### src/rtl/e16_pulse2toggle_credit.sv
// Multi-channel pulse-to-toggle converter with optional per-channel credit handshake.
// In handshake mode, pulses that arrive while a toggle is unacknowledged are held in a saturating counter.
module e16_pulse2toggle_credit #(
    parameter int CH      = 4,
    parameter int CW      = 3,
    parameter int ACKWAIT = 1
) (
    input  logic              clk,
    input  logic              reset,
    input  logic [CH-1:0]     in,
    input  logic [CH-1:0]     ack,
    input  logic [CH-1:0]     clr_ovf,
    output logic [CH-1:0]     out,
    output logic [CH-1:0]     busy,
    output logic [CH*CW-1:0]  pend,
    output logic [CH-1:0]     ovf
);

    localparam logic [CW-1:0] CNT_ZERO = {CW{1'b0}};
    localparam logic [CW-1:0] CNT_ONE  = CW'(1);
    localparam logic [CW-1:0] CNT_MAX  = {CW{1'b1}};

    logic [CH-1:0]    out_q;
    logic [CH-1:0]    out_d;
    logic [CH-1:0]    ovf_q;
    logic [CH-1:0]    ovf_d;
    logic [CH*CW-1:0] pend_q;
    logic [CH*CW-1:0] pend_d;
    logic [CH-1:0]    busy_s;

    // A toggle is outstanding until the receiver's returned toggle catches up with out.
    assign busy_s = (ACKWAIT != 0) ? (out_q ^ ack) : {CH{1'b0}};

    assign out  = out_q;
    assign busy = busy_s;
    assign pend = pend_q;
    assign ovf  = ovf_q;

    // Per-channel next state: launch a queued or fresh event when idle, otherwise queue it.
    always_comb begin
        logic [CW-1:0] cnt_v;
        logic          launch_v;
        logic          set_v;
        out_d    = out_q;
        pend_d   = pend_q;
        ovf_d    = ovf_q;
        cnt_v    = CNT_ZERO;
        launch_v = 1'b0;
        set_v    = 1'b0;
        for (int i = 0; i < CH; i++) begin
            if (ACKWAIT == 0) begin
                out_d[i]             = out_q[i] ^ in[i];
                pend_d[i*CW +: CW]   = CNT_ZERO;
                ovf_d[i]             = 1'b0;
            end else begin
                cnt_v    = pend_q[i*CW +: CW];
                set_v    = 1'b0;
                launch_v = (in[i] || (cnt_v != CNT_ZERO)) && !busy_s[i];
                if (launch_v) begin
                    out_d[i] = ~out_q[i];
                    // A fresh pulse replaces the consumed queued event, so the count only drops without one.
                    if (!in[i]) begin
                        cnt_v = cnt_v - CNT_ONE;
                    end else begin
                        cnt_v = cnt_v;
                    end
                end else if (in[i]) begin
                    if (cnt_v == CNT_MAX) begin
                        set_v = 1'b1;
                    end else begin
                        cnt_v = cnt_v + CNT_ONE;
                    end
                end else begin
                    cnt_v = cnt_v;
                end
                pend_d[i*CW +: CW] = cnt_v;
                ovf_d[i]           = set_v | (ovf_q[i] & ~clr_ovf[i]);
            end
        end
    end

    // State registers with asynchronous reset.
    always_ff @(posedge clk or posedge reset) begin
        if (reset) begin
            out_q  <= {CH{1'b0}};
            pend_q <= {(CH*CW){1'b0}};
            ovf_q  <= {CH{1'b0}};
        end else begin
            out_q  <= out_d;
            pend_q <= pend_d;
            ovf_q  <= ovf_d;
        end
    end

endmodule

### config.mk
export PLATFORM = sky130hd
export DESIGN_NAME = e16_pulse2toggle_credit
export DESIGN_NICKNAME = d
export VERILOG_FILES = /design/src/rtl/e16_pulse2toggle_credit.sv
export SDC_FILE = /design/constraint.sdc
export NUM_CORES = 1
export LEC_CHECK = 0
export BUFFER_PORTS_ARGS = -buffer_cell sky130_fd_sc_hd__buf_2
export CAP_MARGIN = 20
export CORE_UTILIZATION = 45
export CTS_BUF_LIST = sky130_fd_sc_hd__clkbuf_16
export CTS_CLUSTER_DIAMETER = 80
export DETAILED_ROUTE_END_ITERATION = 8
export GPL_ROUTABILITY_DRIVEN = 0
export GPL_TIMING_DRIVEN = 0
export PLACE_DENSITY = 0.67
export SYNTH_ARGS = -nofsm -noshare
export SYNTH_HDL_FRONTEND = slang
export SYNTH_SLANG_ARGS = --single-unit
### constraint.sdc
create_clock -name clk -period 4.11 [get_ports clk]
set_input_delay 0 -clock clk [delete_from_list [all_inputs] [get_ports clk]]
set_output_delay 0 -clock clk [all_outputs]
set_load 0.05 [all_outputs]
[Word level (Yosys, flattened, before mapping)]
Index checks and enable logic that the tools add are counted.
Storage, ports and cells
  bits in registers: 20
  input bits: 14
  output and inout bits: 24
  logic and storage cells: 98
Cells by class
  add/sub/neg operators: 8
  eq/ne operators: 12
  multiplexer cells: 28
  bitwise operators: 17
  reduce and logical (&&, ||, !) cells: 24
Operators with widths (number)
  2-to-1 mux 3 bit: 16
  adder 3 x 1 -> 3 bit, second input constant: 4
  == test 3 bit, second input constant: 4
  2-to-1 mux 1 bit: 12
  AND reduction 3 bit: 4
  nonzero test 3 bit: 4
  subtractor 3 x 1 -> 3 bit, second input constant: 4
  != test 2 x 1 -> 1 bit, second input constant: 4
  != test 2 bit, second input constant: 4
  NOT 1 bit: 8
  nonzero test 2 bit: 4
  AND 1 bit: 4
  logical AND 1 bit: 4
  logical NOT 1 bit: 4
  logical OR 1 bit: 4
  bitwise OR 1 bit: 4
  XOR 4 bit: 1

[Depth between registers and ports, before layout]
  depth in word-level cells: 5
  gate-level depth with buffers: 8
  gate-level depth less buffers: 7

[Worst setup path after synthesis]
No wires, ideal clock.
  kind: register to register
  start: register pend_q[6], in the netlist pend[6]
  end: register pend_q[7], in the netlist pend[7]
  library setup time: 0.094 ns
  data arrival time: 2.193 ns
  data required time: 4.016 ns
  path slack: 1.823 ns
  stages on the path, launching flop included: 7
  path buffers: 1
  period minus slack after synthesis: 2.287 ns
  path through: dfrtp_1 -> clkbuf_1 -> nor4_1 -> nand2b_1 -> fa_1 -> a22o_1 -> a211oi_1
Between the ends
  word-level cells in the longest chain between the ends: 5
  elaborated cells on any way between the ends: 14
  those cells by class: add/sub (2); eq/ne (3); mux (4); reduce/logical (5)
RTL lines
  start: declaration: line 27  | logic [CH*CW-1:0] pend_q;
  start signal: assignment: line 86  | pend_q <= {(CH*CW){1'b0}};
  start signal: assignment: line 90  | pend_q <= pend_d;
  parallel branches: the longest is 5 deep, another holds adder 3 x 1 -> 3 bit
Several ways; the timed one is not identified. The select of a mux whose other input is x is not followed.
A chain may end at the register's enable or synchronous reset.

[Worst setup path in the final report]
Same ends and word-level chain as after synthesis.

==> results.md <==
- Max-cap violation count: 0
- Critical-path cell list: clkbuf_1 > nor4_1 > nand2b_1 > fa_1 > mux2i_1 > o2bb2ai_1 > a211oi_1
- Status: finished clean
- CP max stage cell: fa_1
- Unrepaired setup endpoints after global routing: no
- Share of the synthesized area in the top cell type: 34.2%
- Post-synthesis sequential area ratio: between 30% and 40%
- Crit-path leading delay family: simple AND/OR/NAND/NOR gates
- Syn_area_per_cell: 8.60 µm²
- FF+latch count, synth: 20
- Vias in the first global route: 1,418
- Capturing element type of the critical path: flop
- Cell variety after synth: 40
- Die area: ~3500 µm²
- Inserted Diodes: 0
- Synth top cells by count: dfrtp_1 (20), nor2_1 (18), inv_1 (16)
- Die width: approximately 59 µm
- WP buf/inv: 1
- Port Buffers: 36
- Leak Pwr: 0.000864 µW
- Post-CTS Resized: 0
- Remaining antenna violation count: 0
- Main synth FF type: dfrtp_1
- Drt via density: 5.59
- Num Clock Sinks: 20
- Sum of negative setup slack: 0 ns
- Min cycle time layout: 2.26 ns
- Detailed Place HPWL: around 2500 µm
- Max Slew Vio Count: 0
- Largest fanout on the critical path: 8
- Die Span Y: 59.0 µm
- Wire length of the first global-routing pass: between 5000 and 6000 µm
- Final Net Count: ~240
- DRT iter0 DRCs: 81
- Crit path DAT: 2.41 ns
- Root Buffer: clkbuf_16
- Net Count, Synth: 188
- Flop2flop setup slack: 1.85 ns
- Initial Utilization: 47.5%
- Critical Path Max Stage Delay: 0.48 ns
- CTS Buffer Depth: 2
- H-tree Lvls: 1
- PD cells: 916 nW/µm²
- Area contributors post-synth: dfrtp_1 (34%), fa_1 (5.5%), nor2_1 (4.6%)
- Hold buffers post-CTS: 7
- Ys async rst share: 100%
- Post-synth EDFFs: 0
- GRT Util Overall: 22.1%
- Relative slew slack: 48.6%
- Share of cells above drive strength 1: a little over a quarter
- Final Setup Violations: 0
- Critical register-to-register path startpoint: pend[6]
- Worst slew pin tran: 0.769 ns
- Synth warn: 0
- Hold Violations, Final: 0
- # Post-CTS Setup Buffers: 0
- Hold Path Depth: 2
- Drt pass-1 iters: 4
- Synth area leader: dfrtp_1
- Post-Syn Area: 1460 µm²
- Synth Instances: 170
- Most frequent cell after synthesis: dfrtp_1
- Max Clock Freq: 442 MHz
- Hold slack: approximately 0.0053 ns
- Drc violations: 0
- CTS tree: yes
- # IOs: 38
- Routed len/inst: between 10 and 15 µm
- Synth-to-Final Area Change: 28.1%
- CP required: 4.26 ns
- Core area: between 3000 and 4000 µm²
- Routed WL: 3310 µm
- Total number of vias: 1,459
- FF-to-FF path depth: 7
- Overflow after GRT: 0
- Reg2reg end: pend[7]
- HP Start: ack[2]
- Num CTS Buffers: 3
- Clock Skews: 0.00521 ns
- Row cnt: 20
- Hold WC Path Type: in -> reg
- Initial antenna violation count: 0
- Largest net degree at the start of global routing: 21
- Startpoint types: flop
- CP Class: reg -> reg
- Peak supply drop: 0.548 mV
- Final worst-path cycle share: 55.0%
- Clock latency on the worst-skew pair: 0.25 ns
- Clk pin slew, worst setup/hold paths: approximately 0.060 ns
- Hold worst-path end: out[2]
cells in the final DEF (no fill, tap or decap), drive strengths merged, types with 2 or more instances in the layout:
cell type,Yosys,final
nor4,2,2
nand3,3,3
nand3b,3,3
a2111oi,2,2
fa,4,4
nor2,20,20
a31oi,5,5
a21oi,10,10
nand2,13,13
clkbuf,3,6
xnor2,4,4
o22ai,3,3
buf,1,37
o311a,2,2
nor3b,2,2
inv,20,20
or3,6,6
dfrtp,20,20
a221oi,3,3
o21ai,8,8
a211oi,4,4
nor3,12,12
o2bb2ai,4,4
nand2b,2,2
mux2i,2,2
a21o,3,3
dlygate4sd3,0,7
worst max path at each step:
| stage | start | to | slack (ns) | cells past startpoint |
|---|---|---|---|---|
| 2_1_floorplan | pend[6] | pend[7] | 1.82 | 6 |
| 3_3_place_gp | pend[6] | pend[7] | 1.91 | 6 |
| 3_5_place_dp | pend[6] | pend[7] | 1.89 | 7 |
| 4_1_cts | pend[6] | pend[7] | 1.83 | 7 |
| 5_1_grt | pend[6] | pend[7] | 1.70 | 7 |
| 6_report | pend[6] | pend[7] | 1.85 | 7 |
report_power, final:
part	internal, µW	leakage (µW)	switching [µW]
sequential	275	0.000245	114
combinational	360	0.000568	701
clock	193	0.0000511	71.5
state kept, by name, indices dropped and copies added (netlist names):
name  count
out       4
pend     12
ovf       4
area by class of cell:
type / instances / area [µm²]
inverters: 20 / 75.1
well taps: 44 / 55.1
clock inverters: 1 / 30.0
repair buffers: 43 / 250
multi-input cells: 126 / 871
plain buffers: 4 / 16.3
fillers: 296 / 1200
clock buffers: 3 / 75.1
flip-flops and latches: 20 / 500
logic make-up after synthesis:
family	count (synthesis)	synth area share, %
AND/OR/NAND/NOR	68	23.7
flip-flops	20	34.2
adder cells (fa/ha/maj)	4	5.47
buffers and inverters	24	6.24
AO/OA/AOI/OAI	48	23.8
multiplexers	2	1.37
XOR/XNOR	4	5.22
through the flow:
stage / utilization, % / area [µm²] / setup WS (ns) / instances / total power, µW
after floorplan: - / 1460 / 1.82 / 170 / 1220
after global placement: 55.2 / 1700 / 1.91 / 250 / 1400
after detailed placement: 55.2 / 1700 / 1.89 / 250 / 1450
after CTS: 60.9 / 1870 / 1.83 / 261 / 1720
after global routing: 60.9 / 1870 / 1.70 / 261 / 1850
final: 60.9 / 1870 / 1.85 / 261 / 1720
per-layer routing:
metal  global-route usage (%)  part of all wire [%]
met1                     26.1                    43
met2                     40.4                    52
met3                     5.02                   3.9
met4                     5.10                  0.69
met5                        0                     0
No activity file was read; power rests on OpenSTA's default activity.
